## src/rtl/uart_pkg.sv

```systemverilog
// rtl/uart_pkg.sv - shared constants and state encoding for the UART receive controller
package uart_pkg;

    localparam int FIFO_DEPTH_DEF = 8;
    localparam int TO_BITS_DEF    = 16;

    localparam logic [1:0] ST_OFF_ENC   = 2'd0;
    localparam logic [1:0] ST_IDLE_ENC  = 2'd1;
    localparam logic [1:0] ST_RECV_ENC  = 2'd2;
    localparam logic [1:0] ST_DRAIN_ENC = 2'd3;

    typedef enum logic [1:0] {
        S_OFF   = ST_OFF_ENC,
        S_IDLE  = ST_IDLE_ENC,
        S_RECV  = ST_RECV_ENC,
        S_DRAIN = ST_DRAIN_ENC
    } rx_state_t;

endpackage

```

## src/rtl/uart_rx_fifo.sv

```systemverilog
// rtl/uart_rx_fifo.sv - synchronous show-ahead receive FIFO
//
// Ports:
//   clk, reset_n      clock; asynchronous active-high reset (empties the FIFO)
//   wr_en, wr_data    push request and word
//   rd_en             pop request (ignored while empty)
//   rd_data           head word, valid whenever empty=0 (reads as 0 when empty)
//   full, empty       occupancy flags
//   count             number of stored words
//   wr_drop           push request that could not be stored this cycle
module uart_rx_fifo
    import uart_pkg::*;
#(
    parameter int WIDTH = 9,
    parameter int DEPTH = FIFO_DEPTH_DEF
)(
    input  logic                     clk,
    input  logic                     reset_n,
    input  logic                     wr_en,
    input  logic [WIDTH-1:0]         wr_data,
    input  logic                     rd_en,
    output logic [WIDTH-1:0]         rd_data,
    output logic                     full,
    output logic                     empty,
    output logic [$clog2(DEPTH):0]   count,
    output logic                     wr_drop
);

    localparam int AW = $clog2(DEPTH);
    localparam int CW = AW + 1;

    logic [WIDTH-1:0] mem [DEPTH];
    logic [AW-1:0]    wr_ptr;
    logic [AW-1:0]    rd_ptr;
    logic             do_rd;
    logic             do_wr;

    assign empty   = (count == '0);
    assign full    = (count == CW'(DEPTH));
    assign do_rd   = rd_en && !empty;
    // A pop in the same cycle frees the slot, so a push into a full FIFO still lands.
    assign do_wr   = wr_en && (!full || do_rd);
    assign wr_drop = wr_en && !do_wr;
    assign rd_data = empty ? '0 : mem[rd_ptr];

    always_ff @(posedge clk or posedge reset_n) begin
        if (reset_n) begin
            wr_ptr <= '0;
            rd_ptr <= '0;
            count  <= '0;
        end else begin
            if (do_wr) wr_ptr <= wr_ptr + AW'(1);
            if (do_rd) rd_ptr <= rd_ptr + AW'(1);
            if (do_wr && !do_rd)
                count <= count + CW'(1);
            else if (do_rd && !do_wr)
                count <= count - CW'(1);
        end
    end

    always_ff @(posedge clk) begin
        if (do_wr) mem[wr_ptr] <= wr_data;
    end

endmodule

```

## src/rtl/uart_rx_ctrl.sv

```systemverilog
// rtl/uart_rx_ctrl.sv - UART receive controller: config shadowing, receive FIFO, status
//
// Ports:
//   clk, reset_n                      clock; asynchronous active-high reset
//   cfg_en, cfg_ratio, cfg_parity_en,
//   cfg_parity_odd, cfg_flow,
//   cfg_timeout                       configuration (ratio/parity captured on enable)
//   rx_busy, rx_new_data,
//   rx_parity_err, rx_data            status and data from the bit receiver
//   rx_enb, ratio, parity_en,
//   parity_odd                        start permission and shadowed settings to the receiver
//   rd_en, rd_data, rd_perr, rd_valid show-ahead read port
//   fifo_count                        FIFO occupancy
//   overflow, timeout_irq, perr_count sticky status, cleared by stat_clr
module uart_rx_ctrl
    import uart_pkg::*;
#(
    parameter int RATIO_REG_SIZE = 8,
    parameter int DATA_BITS      = 8,
    parameter int FIFO_DEPTH     = FIFO_DEPTH_DEF,
    parameter int TO_BITS        = TO_BITS_DEF
)(
    input  logic                          clk,
    input  logic                          reset_n,
    input  logic                          cfg_en,
    input  logic [RATIO_REG_SIZE-1:0]     cfg_ratio,
    input  logic                          cfg_parity_en,
    input  logic                          cfg_parity_odd,
    input  logic                          cfg_flow,
    input  logic [TO_BITS-1:0]            cfg_timeout,
    input  logic                          rx_busy,
    input  logic                          rx_new_data,
    input  logic                          rx_parity_err,
    input  logic [DATA_BITS-1:0]          rx_data,
    output logic                          rx_enb,
    output logic [RATIO_REG_SIZE-1:0]     ratio,
    output logic                          parity_en,
    output logic                          parity_odd,
    input  logic                          rd_en,
    output logic [DATA_BITS-1:0]          rd_data,
    output logic                          rd_perr,
    output logic                          rd_valid,
    output logic [$clog2(FIFO_DEPTH):0]   fifo_count,
    output logic                          overflow,
    output logic                          timeout_irq,
    output logic [7:0]                    perr_count,
    input  logic                          stat_clr
);

    rx_state_t          state;
    rx_state_t          state_d;
    logic               shadow_load;
    logic               fifo_full;
    logic               fifo_empty;
    logic               wr_en;
    logic               wr_drop;
    logic               wr_ok;
    logic               rd_fire;
    logic [DATA_BITS:0] fifo_rd_word;
    logic [TO_BITS-1:0] to_cnt;
    logic [TO_BITS-1:0] to_next;
    logic               to_hit;
    logic               to_run;
    logic               to_set;

    always_ff @(posedge clk or posedge reset_n) begin
        if (reset_n) state <= S_OFF;
        else         state <= state_d;
    end

    always_comb begin
        state_d     = state;
        shadow_load = 1'b0;
        rx_enb      = 1'b0;
        case (state)
            S_OFF: begin
                if (cfg_en) begin
                    shadow_load = 1'b1;
                    state_d     = S_IDLE;
                end
            end
            S_IDLE: begin
                // Flow control only holds off new frames; a started frame is never cut.
                rx_enb = !(cfg_flow && fifo_full);
                if (rx_busy)      state_d = S_RECV;
                else if (!cfg_en) state_d = S_OFF;
            end
            S_RECV: begin
                rx_enb = 1'b1;
                // Frame end (data or framing abort) returns to IDLE, which then
                // honours a disable; otherwise a disable lets the frame finish in DRAIN.
                if (rx_new_data || !rx_busy) state_d = S_IDLE;
                else if (!cfg_en)            state_d = S_DRAIN;
            end
            S_DRAIN: begin
                if (!rx_busy && !rx_new_data) state_d = S_OFF;
            end
            default: state_d = S_OFF;
        endcase
    end

    // Receiver settings only move on the OFF->IDLE edge so a live frame never
    // sees its ratio or parity change underneath it.
    always_ff @(posedge clk or posedge reset_n) begin
        if (reset_n) begin
            ratio      <= '0;
            parity_en  <= 1'b0;
            parity_odd <= 1'b0;
        end else if (shadow_load) begin
            ratio      <= cfg_ratio;
            parity_en  <= cfg_parity_en;
            parity_odd <= cfg_parity_odd;
        end
    end

    assign wr_en = rx_new_data && (state != S_OFF);

    uart_rx_fifo #(
        .WIDTH (DATA_BITS + 1),
        .DEPTH (FIFO_DEPTH)
    ) u_fifo (
        .clk     (clk),
        .reset_n (reset_n),
        .wr_en   (wr_en),
        .wr_data ({rx_parity_err, rx_data}),
        .rd_en   (rd_en),
        .rd_data (fifo_rd_word),
        .full    (fifo_full),
        .empty   (fifo_empty),
        .count   (fifo_count),
        .wr_drop (wr_drop)
    );

    assign rd_valid = !fifo_empty;
    assign rd_data  = fifo_rd_word[DATA_BITS-1:0];
    assign rd_perr  = fifo_rd_word[DATA_BITS];
    assign wr_ok    = wr_en && !wr_drop;
    assign rd_fire  = rd_en && !fifo_empty;

    // Idle timeout: counts clocks while data sits unread and the line is quiet.
    // The irq is raised on the same edge the count reaches the limit, then the count holds.
    assign to_next = to_cnt + TO_BITS'(1);
    assign to_hit  = (cfg_timeout != '0) && (to_cnt >= cfg_timeout);
    assign to_run  = !rx_busy && rd_valid && (cfg_timeout != '0) && !to_hit;
    assign to_set  = to_run && (to_next == cfg_timeout);

    always_ff @(posedge clk or posedge reset_n) begin
        if (reset_n) begin
            to_cnt      <= '0;
            timeout_irq <= 1'b0;
            overflow    <= 1'b0;
            perr_count  <= 8'd0;
        end else begin
            if (stat_clr || wr_en || rd_fire)
                to_cnt <= '0;
            else if (to_run)
                to_cnt <= to_next;

            if (stat_clr)
                timeout_irq <= 1'b0;
            else if (to_set && !wr_en && !rd_fire)
                timeout_irq <= 1'b1;

            if (stat_clr)
                overflow <= 1'b0;
            else if (wr_drop)
                overflow <= 1'b1;

            if (stat_clr)
                perr_count <= 8'd0;
            else if (wr_ok && rx_parity_err && (perr_count != 8'hFF))
                perr_count <= perr_count + 8'd1;
        end
    end

endmodule

```

## config.mk

```make
export PLATFORM = sky130hd
export DESIGN_NAME = uart_rx_ctrl
export DESIGN_NICKNAME = d
export VERILOG_FILES = /design/src/rtl/uart_pkg.sv /design/src/rtl/uart_rx_fifo.sv /design/src/rtl/uart_rx_ctrl.sv
export SDC_FILE = /design/constraint.sdc
export NUM_CORES = 1
export LEC_CHECK = 0
export CELL_PAD_IN_SITES_DETAIL_PLACEMENT = 2
export CELL_PAD_IN_SITES_GLOBAL_PLACEMENT = 2
export CORE_ASPECT_RATIO = 0.75
export CORE_UTILIZATION = 38
export DETAILED_ROUTE_END_ITERATION = 10
export GPL_ROUTABILITY_DRIVEN = 0
export PLACE_DENSITY_LB_ADDON = 0.1
export SYNTH_ARGS = -nofsm -noshare
export SYNTH_HDL_FRONTEND = slang
export SYNTH_HIERARCHICAL = 1
export SYNTH_SLANG_ARGS = --single-unit
```

## constraint.sdc

```tcl
create_clock -name clk -period 3.8 [get_ports clk]
set_input_delay 0.76 -clock clk [delete_from_list [all_inputs] [get_ports clk]]
set_output_delay 0.76 -clock clk [all_outputs]
set_load 0.02 [all_outputs]
```

# After elaboration in Yosys (flattened, before gate mapping)
# Memories as Yosys holds them, arrays and structs flattened.
# Cells that the tools add are included.
[totals] n_memories=1 ff_bits=48 output_inout_bits=35 ramBits=72
[memory_table] name="u_fifo.mem" words=8 word_bits=9 rd=1 rd_ports_with_merged_regs=0 write_ports=1 line_no="uart_rx_fifo.sv:32" rtl="logic [WIDTH-1:0] mem [DEPTH];"
[classes] eq_ne=10 n_reduce_logical=42 mux=23 add_sub_neg=6 magnitude_cmp=1
[op_table] operator="16-bit 2-to-1 mux" count=2
[op_table] operator="1-bit logical AND" count=18
[op_table] operator="16-bit by 1-bit adder with 16-bit output (second input constant)" count=1
[op_table] operator="16-bit equality test" count=1
[op_table] operator="16-bit >= comparator" count=1
[op_table] operator="8-bit 2-to-1 mux" count=2
[op_table] operator="16-bit nonzero test" count=1
[op_table] operator="2-bit 2-to-1 mux" count=6
[op_table] operator="2-bit nonzero test" count=6
[op_table] operator="1-bit logical NOT" count=10
[op_table] operator="9-bit 2-to-1 mux" count=1
[op_table] operator="8-bit by 1-bit adder with 8-bit output (second input constant)" count=1
[op_table] operator="1-bit 2-to-1 mux" count=8
[op_table] operator="4-bit 2-to-1 mux" count=2
[op_table] operator="8-bit != test (second input constant)" count=1
[op_table] operator="2-bit case mux with 4 select lines" count=1
[op_table] operator="3-bit by 1-bit adder with 3-bit output (second input constant)" count=2
[op_table] operator="3-bit != test (second input constant)" count=2
[op_table] operator="4-bit by 1-bit adder with 4-bit output (second input constant)" count=1
[op_table] operator="2-bit equality test (second input constant)" count=2
[op_table] operator="4-bit equality test (second input constant)" count=1
[op_table] operator="4-bit logical NOT" count=1
[op_table] operator="1-bit logical OR" count=4
[op_table] operator="2-bit != test (second input constant)" count=2
[op_table] operator="5 further kinds" count=5

# Logic depth before layout (Yosys ltp)
# Gate-level depths: netlist (run 1).
[depth] word_depth=13 ltp_mapped=11 mapped_depth_nobuf=11

# Modules after synthesis
# Netlist (run 1), hierarchy kept.
[modules_own_cells] mod="uart_rx_fifo" cells_each=171 area_each_um2=3352.0 seq_area_each_um2=2412.3 n_inst=1
[modules_own_cells] mod="uart_rx_ctrl" cells_each=329 area_each_um2=2941.6 seq_area_each_um2=950.9 n_inst=1

# Worst setup path after synthesis (run 1)
# Ideal clock, no wire load.
[synth_timing] path_kind="register to register" start="register u_fifo.count[0]" end="register u_fifo.count[3]" synth_period_minus_slack_ns=2.882 slack_ns=0.918 arrival_time_ns=2.744 path_stages_with_launch=11 setup_ns=0.137 cell_sequence="dfrtp_1 -> or4b_1 -> buf_2 -> o21ai_4 -> inv_1 -> ha_1 -> inv_1 -> ha_1 -> or4_1 -> nand3_1 -> o221ai_1"
[synth_between] elab_chain_cells=8 word_cells_on_any_way=16 cone_classes="2 x add/sub; 1 x eq/ne; 2 x mux; 11 x reduce/logical"
[synth_lines] item="from (decl)" line_no="uart_rx_fifo.sv:25" rtl="output logic [$clog2(DEPTH):0] count,"
[synth_lines] item="from (signal assigned)" line_no="uart_rx_fifo.sv:55" rtl="count <= count + CW'(1);"
[synth_lines] item="from (signal assigned)" line_no="uart_rx_fifo.sv:57" rtl="count <= count - CW'(1);"
[synth_lines] item="4-bit logical NOT" line_no="uart_rx_fifo.sv:38" rtl="assign empty = (count == '0);"
[synth_lines] item="1-bit logical NOT" line_no="uart_rx_fifo.sv:40" rtl="assign do_rd = rd_en && !empty;"
[synth_lines] item="1-bit logical AND" line_no="uart_rx_fifo.sv:40"
[synth_lines] item="1-bit logical OR *" line_no="uart_rx_fifo.sv:42" rtl="assign do_wr = wr_en && (!full || do_rd);"
[synth_lines] item="1-bit logical AND *" line_no="uart_rx_fifo.sv:42"
[synth_lines] item="via u_fifo.do_wr" line_no="uart_rx_fifo.sv:36" rtl="logic do_wr;"
[synth_lines] item="1-bit logical NOT" line_no="uart_rx_fifo.sv:56" rtl="else if (do_rd && !do_wr)"
[synth_lines] item="1-bit logical AND" line_no="uart_rx_fifo.sv:56"
[synth_lines] item="2-bit nonzero test (no line)"
# Mark *: on every way through the listed nets, which the timed path passes. The rest lies on a longest branch. The select of a mux whose other input is x is not followed.
# A chain may end at the register's enable or synchronous reset.

# Final worst setup path (run 1)
[layout_timing] start="register u_fifo.count[0]" end="output rd_data[7]"
[layout_between] elab_chain_cells=2
[layout_lines] item="4-bit logical NOT" line_no="uart_rx_fifo.sv:38"
[layout_lines] item="via fifo_empty" line_no="uart_rx_ctrl.sv:54" rtl="logic fifo_empty;"
[layout_lines] item="9-bit 2-to-1 mux" line_no="uart_rx_fifo.sv:44" rtl="assign rd_data = empty ? '0 : mem[rd_ptr];"
[layout_lines] item="to (decl)" line_no="uart_rx_ctrl.sv:40" rtl="output logic [DATA_BITS-1:0] rd_data,"
# The timed path passes the listed nets, and every way through them passes these cells.

==> PnR_summary.wiki, run 1 <==
{| class="wikitable"
! Metric !! Value
|-
| Run status || finished clean
|-
| Number of synthesized flops with an enable pin || a little over 70
|-
| Ordered list of cells on the worst path || or4_4 > inv_1 > nor2_1 > buf_4 > a22o_1 > clkdlybuf4s50_1
|-
| Average cell area after synthesis || around 13 µm²
|-
| P_leak || 0.002967 µW
|-
| Destination of the critical timing path || rd_data[7]
|-
| Die Outline Area || 17090 µm²
|-
| Antenna Diode Count || 0
|-
| Post-synthesis to final-layout area growth || 26.72%
|-
| Combinational cell fraction of total power || 36.2%
|-
| Number of unique standard cell types used by synthesis || 64
|-
| Violation count after the first detailed-routing iteration || between 200 and 250
|-
| Internal power || 3609 µW
|-
| Startpoint type of the worst setup path || register
|-
| Postcts setup bufs || 0
|-
| Leading cell types by total area after synthesis || sky130_fd_sc_hd__edfxtp_1 34%, sky130_fd_sc_hd__dfrtp_1 19%, sky130_fd_sc_hd__mux4_2 6.4%, sky130_fd_sc_hd__ha_1 5.4%, sky130_fd_sc_hd__xnor2_1 2.8%
|-
| Headroom to the max-slew limit || roughly 53%
|-
| Area share of the largest cell type after synthesis || approximately a third
|-
| Iteration count of the initial detailed-routing pass || 4
|-
| Clock transition at the registers of the reported paths || 0.06 ns
|-
| Share of flip-flops with an asynchronous set or reset after synthesis || 40.00%
|-
| Maximum capacitance violations || 0
|-
| Portion of the post-synthesis area used by sequential elements || ~53%
|-
| First-pass GRT wire length || 32400 µm
|-
| Worst hold-check path type || register to register
|-
| Flop-to-flop setup slack || 0.60 ns
|-
| Total congestion overflow after global routing || 0
|-
| RSZ-0062 raised after global routing || false
|-
| Count of unresolved DRC violations after routing || 0
|-
| Least-Margin Pin Slew || roughly 0.70 ns
|-
| CTS sink count || 120
|-
| Fraction of final layout cells sized beyond drive strength 1 || 16.28%
|-
| Number of global-route vias before repair || 5348
|-
| Sw power || 1889 µW
|-
| Total negative setup slack || 0 ns
|-
| Cell class contributing the biggest share of worst-path delay || buffers and inverters
|-
| Starting Density || 39.05%
|-
| Yosys Warn Count || 6
|-
| Shortest clock period the worst path allows after layout || 3.536 ns
|-
| Delay of the slowest cell on the worst path || around 0.6 ns
|-
| Number of buffers added on ports || 77
|-
| Via/cell ratio || 5.666
|-
| Switching power as a share of total power || ~34%
|-
| Critical register-to-register path startpoint || u_fifo/count[0]
|-
| IO Count || 78
|-
| CTS H-Tree Depth || 4
|-
| Fill cells || approximately 1600
|-
| Number of clock buffers inserted by TritonCTS || 17
|-
| Average wire length per cell after detail routing || around 25 µm
|-
| Power density of the placed cells || 689.5 nW/µm²
|-
| Clock group share of total power || 31.2%
|-
| Count of cells along the worst register-to-register path || 9
|-
| Gates resized, CTS repair || 0
|-
| Post-synthesis net count || around 570
|-
| Root buffer cell || sky130_fd_sc_hd__clkbuf_16
|-
| Post-Synthesis Cells || 500
|-
| Slowest library cell on the worst path || sky130_fd_sc_hd__or4_4
|-
| Total of endpoints with negative setup slack in the final report || 0
|-
| Post-cts hold buffer count || 0
|-
| Insertion delay to the later sink of the worst-skew pair || 0.43 ns
|-
| CP Depth || 6
|-
| Final slew viol count || 0
|-
| Clock Path Buffers || 2
|-
| HPWL Detailed || 14150 µm
|-
| Sequential share of power || 32.6%
|-
| Remaining antenna violation count after routing || 0
|-
| Clock tree from TritonCTS || done
|-
| Setup Skew || between 0.01 and 0.015 ns
|-
| Largest voltage drop on the vdd net || approximately 380 µV
|-
| Critical Path End Type || output port
|-
| Startpoint-to-endpoint class of the critical path || register to output port
|-
| Required time reported for the critical path endpoint || around 3.0 ns
|-
| Antenna violations before repair || 0
|-
| R2R Path End || u_fifo/count[3]
|-
| Die Span Y || 113.5 µm
|-
| Final wirelength || 20540 µm
|-
| Number of synthesized register bits || 120
|-
| Maximum achievable frequency || 282.8 MHz
|-
| Total number of vias || 4635
|-
| Most frequently used flop master after synthesis || sky130_fd_sc_hd__edfxtp_1
|-
| Total buffers and inverters traversed by the critical path || 3
|-
| Worst-path fanout max || 9
|-
| Overall die width || 150.6 µm
|-
| Cell Count, Final, Fillers Out || around 800
|-
| Cell accounting for the most synthesized area || sky130_fd_sc_hd__edfxtp_1
|-
| Maximum number of pins on one net before global-route repair || 25
|-
| Layout net count || 666
|-
| Total routing resource utilization after global routing || between 20% and 30%
|-
| Site Rows || 40
|-
| Placed Cells incl. Taps || roughly 790
|-
| Placeable core region || 16120 µm²
|-
| Period utilisation layout || 93.04%
|-
| Crit path launch || u_fifo/count[0]
|-
| Number of hold violations in the final report || 0
|-
| Arrival time at the worst endpoint || 2.78 ns
|-
| Mapped cell area || ~6300 µm²
|}
[worst reg2reg max path, delay by kind of cell, from the launching register on]
kind                       cells  cell delay, ns
DFF                            1            0.47
buffers and inverters          2            0.24
and+or+nand+nor                3            1.35
AOI/OAI and AO/OA              2            0.45
adders and majority gates      2            0.57
[sequential cells by signal, summed over array words and instances (netlist names)]
signal,count
ratio,8
parity_odd,1
to_cnt,16
u_fifo/mem,72
state,2
parity_en,1
overflow,1
u_fifo/wr_ptr,3
timeout_irq,1
perr_count,8
u_fifo/rd_ptr,3
u_fifo/count,4
[synthesized netlist by cell type (3+ instances only)]
master                      n
sky130_fd_sc_hd__clkbuf_1  10
sky130_fd_sc_hd__o211ai_1   4
sky130_fd_sc_hd__nor2b_1    7
sky130_fd_sc_hd__edfxtp_1  72
sky130_fd_sc_hd__nor4_1     8
sky130_fd_sc_hd__nand4_1   10
sky130_fd_sc_hd__or3_1      6
sky130_fd_sc_hd__or4_1      8
sky130_fd_sc_hd__mux4_2    18
sky130_fd_sc_hd__nand4b_1   4
sky130_fd_sc_hd__nor2_1    20
sky130_fd_sc_hd__ha_1      27
sky130_fd_sc_hd__mux2i_1    5
sky130_fd_sc_hd__xnor2_1   20
sky130_fd_sc_hd__inv_1     32
sky130_fd_sc_hd__nand2b_1   4
sky130_fd_sc_hd__xor2_1    12
sky130_fd_sc_hd__a211o_1    3
sky130_fd_sc_hd__or2_2      4
sky130_fd_sc_hd__a22o_1    10
sky130_fd_sc_hd__o41ai_1    4
sky130_fd_sc_hd__dfrtp_1   48
sky130_fd_sc_hd__nand3_1   16
sky130_fd_sc_hd__and2_1     3
sky130_fd_sc_hd__a21oi_1   27
sky130_fd_sc_hd__nor3_1     8
sky130_fd_sc_hd__o21ai_0   13
sky130_fd_sc_hd__nand2_1   26
sky130_fd_sc_hd__buf_2      3
sky130_fd_sc_hd__buf_6      5
sky130_fd_sc_hd__mux2_2    12
sky130_fd_sc_hd__o31ai_1    9
[worst min path at each step]
stage	start	to	slack (ns)	cells past startpoint
6_report	ratio[5]	ratio[5]	0.51	1
2_1_floorplan	u_fifo/rd_ptr[2]	u_fifo/rd_ptr[2]	0.46	1
3_5_place_dp	ratio[5]	ratio[5]	0.50	1
3_3_place_gp	u_fifo/rd_ptr[2]	u_fifo/rd_ptr[2]	0.48	1
5_1_grt	ratio[5]	ratio[5]	0.53	1
4_1_cts	ratio[5]	ratio[5]	0.51	1
[stage by stage]
| step | hold WS [ns] | utilization [%] | instance area [µm²] | power, µW | setup WS (ns) |
|---|---|---|---|---|---|
| 2_1_floorplan | 0.4592 | - | 6294 | 2940 | 0.9182 |
| 3_3_place_gp | 0.4826 | 45.66 | 7358 | 3678 | 0.2245 |
| 3_5_place_dp | 0.5042 | 45.66 | 7358 | 3766 | 0.1271 |
| 4_1_cts | 0.5130 | 49.49 | 7975 | 5568 | 0.2381 |
| 5_1_grt | 0.5269 | 49.49 | 7975 | 5736 | 0.1606 |
| 6_report | 0.5094 | 49.49 | 7975 | 5499 | 0.2644 |
[layout by cell type, fill, tap and decap left out, types with 12 or more instances in the layout]
cell and count:
sky130_fd_sc_hd__xor2_1 12, sky130_fd_sc_hd__clkbuf_16 17, sky130_fd_sc_hd__mux2_2 12, sky130_fd_sc_hd__dfrtp_1 48, sky130_fd_sc_hd__ha_1 27, sky130_fd_sc_hd__a21oi_1 27
sky130_fd_sc_hd__o21ai_0 13, sky130_fd_sc_hd__buf_4 21, sky130_fd_sc_hd__clkdlybuf4s50_1 77, sky130_fd_sc_hd__nand3_1 16, sky130_fd_sc_hd__edfxtp_1 72, sky130_fd_sc_hd__xnor2_1 20
sky130_fd_sc_hd__nand2_1 26, sky130_fd_sc_hd__nor2_1 20, sky130_fd_sc_hd__mux4_2 18, sky130_fd_sc_hd__inv_1 32
[per-layer routing]
layer	vias up	GRT usage [%]	wire, µm
li1	2094	-	-
met1	2404	35.66	9347
met2	111	42.61	9973
met3	26	4.720	876
met4	0	8.133	337
met5	-	0	0
[final cells by class]
cell class	count	area, µm²	area share (%)
Sequential cell	120	3363	42.17
Multi-Input combinational cell	325	2664	33.40
Timing Repair Buffer	99	948.4	11.89
Clock buffer	17	425.4	5.334
Tap cell	210	262.8	3.295
Clock inverter	15	191.4	2.400
Inverter	32	120.1	1.506
[power groups by stage]
stage | Sequential, µW | Clock, µW | Combinational, µW
finish | 1790 | 1720 | 1990
global route | 1820 | 1790 | 2130
CTS | 1800 | 1750 | 2030
detailed placement | 1810 | 0 | 1960
global placement | 1780 | 0 | 1900
floorplan | 1830 | 0 | 1110
[kinds of logic (layout without fill, tap and decap cells)]
logic type                 count (synthesis)  in the layout  share of synthesized area [%]
buffers and inverters                     55            163                          4.334
xor gates and xnor gates                  32             32                          4.453
adders and majority gates                 28             28                          5.686
muxes                                     36             36                          9.622
and+or+nand+nor                          140            140                          12.62
DFF                                      120            120                          53.44
AOI/OAI and AO/OA                         89             89                          9.841
Note: power is estimated with default switching activity, not from simulation.
==> run 2, diff against run 1 <==
- PLACE_DENSITY_LB_ADDON: 0.1 -> 0.2
- clock period: 3.8 -> 3.63 ns (I/O delays scaled with it)
==> run 2 against run 1 <==
Against the previous run:
- non-clock buffer count rose by 3
- clock power increased by 10%
- core utilization rose by 0.27 points
- total power increased by 6.9%
- largest cell class unchanged
==> PnR_summary.wiki, run 2 (synthesis gave the netlist of run 1 again) <==
{| class="wikitable"
! Metric !! Value
|-
| Count of cells along the worst register-to-register path || 9 (unchanged)
|-
| Overall die width || 150.6 µm (unchanged)
|-
| Starting Density || 39.05% (unchanged)
|-
| CTS H-Tree Depth || 4 (unchanged)
|-
| Clock Path Buffers || 2 (unchanged)
|-
| Clock tree from TritonCTS || done
|-
| Startpoint type of the worst setup path || register
|-
| IO Count || 78 (unchanged)
|-
| Total number of vias || 4780 (+3.1%)
|-
| CTS sink count || 120 (unchanged)
|-
| Number of buffers added on ports || 77 (unchanged)
|-
| Most frequent cells in the layout || 77 x sky130_fd_sc_hd__clkdlybuf4s50_1, 72 x sky130_fd_sc_hd__edfxtp_1, 48 x sky130_fd_sc_hd__dfrtp_1
|-
| Insertion delay to the later sink of the worst-skew pair || 0.43 ns (about the same)
|-
| Fill cells || 1552 (-2.0%)
|-
| Worst Hold Launch || ratio[0]
|-
| Final wirelength || 20970 µm (+2.1%)
|-
| Violation count after the first detailed-routing iteration || 301 (+27%)
|-
| Destination of the critical timing path || rx_enb
|-
| Largest voltage drop on the vdd net || 426.8 µV (+12%)
|-
| Number of clock buffers inserted by TritonCTS || 17 (unchanged)
|-
| Setup Skew || 0.01294 ns (+0.001537 ns)
|-
| Antenna Diode Count || 0 (unchanged)
|-
| Required time reported for the critical path endpoint || 2.90 ns (-0.14 ns)
|-
| Least-Margin Pin Slew || 0.9282 ns (+0.2281 ns)
|-
| Number of global-route vias before repair || 5228 (-2.2%)
|-
| Worst slack after detailed placement || 0.02529 ns (-0.1018 ns)
|-
| Leading registers by flop count || u_fifo/mem: 72 flops, to_cnt: 16 flops
|-
| Site Rows || 40 (unchanged)
|-
| Period utilisation layout || a little over nine tenths
|-
| Run status || finished clean
|-
| Startpoint-to-endpoint class of the critical path || register to output port
|-
| Critical register-to-register path startpoint || u_fifo/count[0]
|-
| Commonest non-fill, non-tap cell in the layout || sky130_fd_sc_hd__clkdlybuf4s50_1
|-
| Antenna violations before repair || 0 (unchanged)
|-
| Delay of the slowest cell on the worst path || 0.76 ns (+0.15 ns)
|-
| Post-cts hold buffer count || 0 (unchanged)
|-
| Maximum number of pins on one net before global-route repair || 25 (unchanged)
|-
| Total of endpoints with negative setup slack in the final report || 0 (unchanged)
|-
| HPWL Detailed || 14470 µm (+2.2%)
|-
| Iteration count of the initial detailed-routing pass || 5 (+1)
|-
| R2R Path End || u_fifo/count[3]
|-
| Number of hold violations in the final report || 0 (unchanged)
|-
| Die Outline Area || 17090 µm² (unchanged)
|-
| Reg with most FFs || u_fifo/mem
|-
| Maximum capacitance violations || 0 (unchanged)
|-
| Worst hold-check path type || register to register
|-
| Layout net count || 669 (+0.45%)
|-
| Die Span Y || 113.5 µm (unchanged)
|-
| P_leak || 0.002994 µW (+0.92%)
|-
| Total routing resource utilization after global routing || 26.28% (+0.10 points)
|-
| Final slew viol count || 0 (unchanged)
|-
| Placeable core region || 16120 µm² (unchanged)
|-
| Shortest clock period the worst path allows after layout || around 3.4 ns
|-
| Root buffer cell || sky130_fd_sc_hd__clkbuf_16
|-
| Headroom to the max-slew limit || 38.05% (-15 points)
|-
| Average wire length per cell after detail routing || 25.54 µm (+1.7%)
|-
| First-pass GRT wire length || 32470 µm (+0.21%)
|-
| Maximum achievable frequency || between 200 and 300 MHz
|-
| RSZ-0062 raised after global routing || false
|-
| Power density of the placed cells || 732.7 nW/µm² (+6.3%)
|-
| Flop-to-flop setup slack || 0.23 ns (-0.37 ns)
|-
| Worst-path fanout max || 6 (-3)
|-
| Remaining antenna violation count after routing || 0 (unchanged)
|-
| Total negative setup slack || 0 ns (unchanged)
|-
| Slowest library cell on the worst path || sky130_fd_sc_hd__or4b_1
|-
| Total congestion overflow after global routing || 0 (unchanged)
|-
| Critical Path End Type || output port
|-
| Largest register FFs || 72 (unchanged)
|-
| Clock transition at the registers of the reported paths || 0.06 ns (about the same)
|-
| Crit path launch || u_fifo/count[0]
|-
| Ordered list of cells on the worst path || or4b_1 > inv_1 > nand2_1 > a21oi_1 > nor2b_1 > clkdlybuf4s50_1
|-
| Via/cell ratio || 5.822 (+2.8%)
|-
| Fraction of final layout cells sized beyond drive strength 1 || 16.53% (+0.25 points)
|-
| Post-route worst setup slack || 0.1981 ns (-0.06630 ns)
|-
| Count of unresolved DRC violations after routing || 0 (unchanged)
|-
| Arrival time at the worst endpoint || 2.71 ns (-0.07 ns)
|-
| Post-synthesis to final-layout area growth || 27.42%
|}
[run 2: cell type report]
| class | count | area, µm² | area share [%] |
|---|---|---|---|
| clock buffers | 18 | 429.2 | 5.352 |
| multi-input cells | 325 | 2666 | 33.25 |
| repair buffers | 102 | 958.4 | 11.95 |
| clock inverters | 14 | 219.0 | 2.731 |
| well taps | 210 | 262.8 | 3.277 |
| flip-flops and latches | 120 | 3363 | 41.94 |
| inverters | 32 | 120.1 | 1.498 |
[run 2: report_power, final]
part | switching [µW] | internal, µW
combinational | 1120 | 987
sequential | 187 | 1680
clock | 678 | 1230
total | 1990 | 3890
[run 2: how the worst min path moves through the flow]
| stage | to | slack [ns] | cells after the start |
|---|---|---|---|
| 6_report | ratio[0] | 0.52 | 1 |
| 5_1_grt | ratio[0] | 0.54 | 1 |
| 4_1_cts | u_fifo/rd_ptr[2] | 0.51 | 1 |
| 3_5_place_dp | u_fifo/rd_ptr[2] | 0.50 | 1 |
| 3_3_place_gp | u_fifo/rd_ptr[2] | 0.48 | 1 |
| 2_1_floorplan | u_fifo/rd_ptr[2] | 0.46 | 1 |
[run 2: metrics by stage]
step                      hold slack, ns  power [µW]  utilization [%]  area (µm²)  cells
after CTS                         0.5104        5924            49.74        8016    821
after global routing              0.5366        6111            49.76        8019    821
final                             0.5175        5876            49.76        8019    821
after floorplan                   0.4592        3078                -        6294    500
after global placement            0.4765        3809            45.72        7368    789
after detailed placement          0.4979        3940            45.72        7368    789
[run 2: what timing repair did]
item	CTS	global route
buffers inserted	0	0
resized for setup	0	1
setup endpoints to repair	0	2
[run 2: metal layers]
metal / wire [µm] / GRT usage, % / up-vias
li1: - / - / 2095
met1: 9458 / 35.48 / 2517
met2: 10150 / 42.58 / 137
met3: 1030 / 5.840 / 31
met4: 327 / 7.533 / 0
met5: 0 / 0 / -
[run 2: worst max-delay path, delay by kind of cell (launching register included)]
family | cells | cell delay, ns
flip-flops | 1 | 0.46
buffers and inverters | 2 | 0.76
AO/OA/AOI/OAI | 1 | 0.16
AND/OR/NAND/NOR | 3 | 0.89
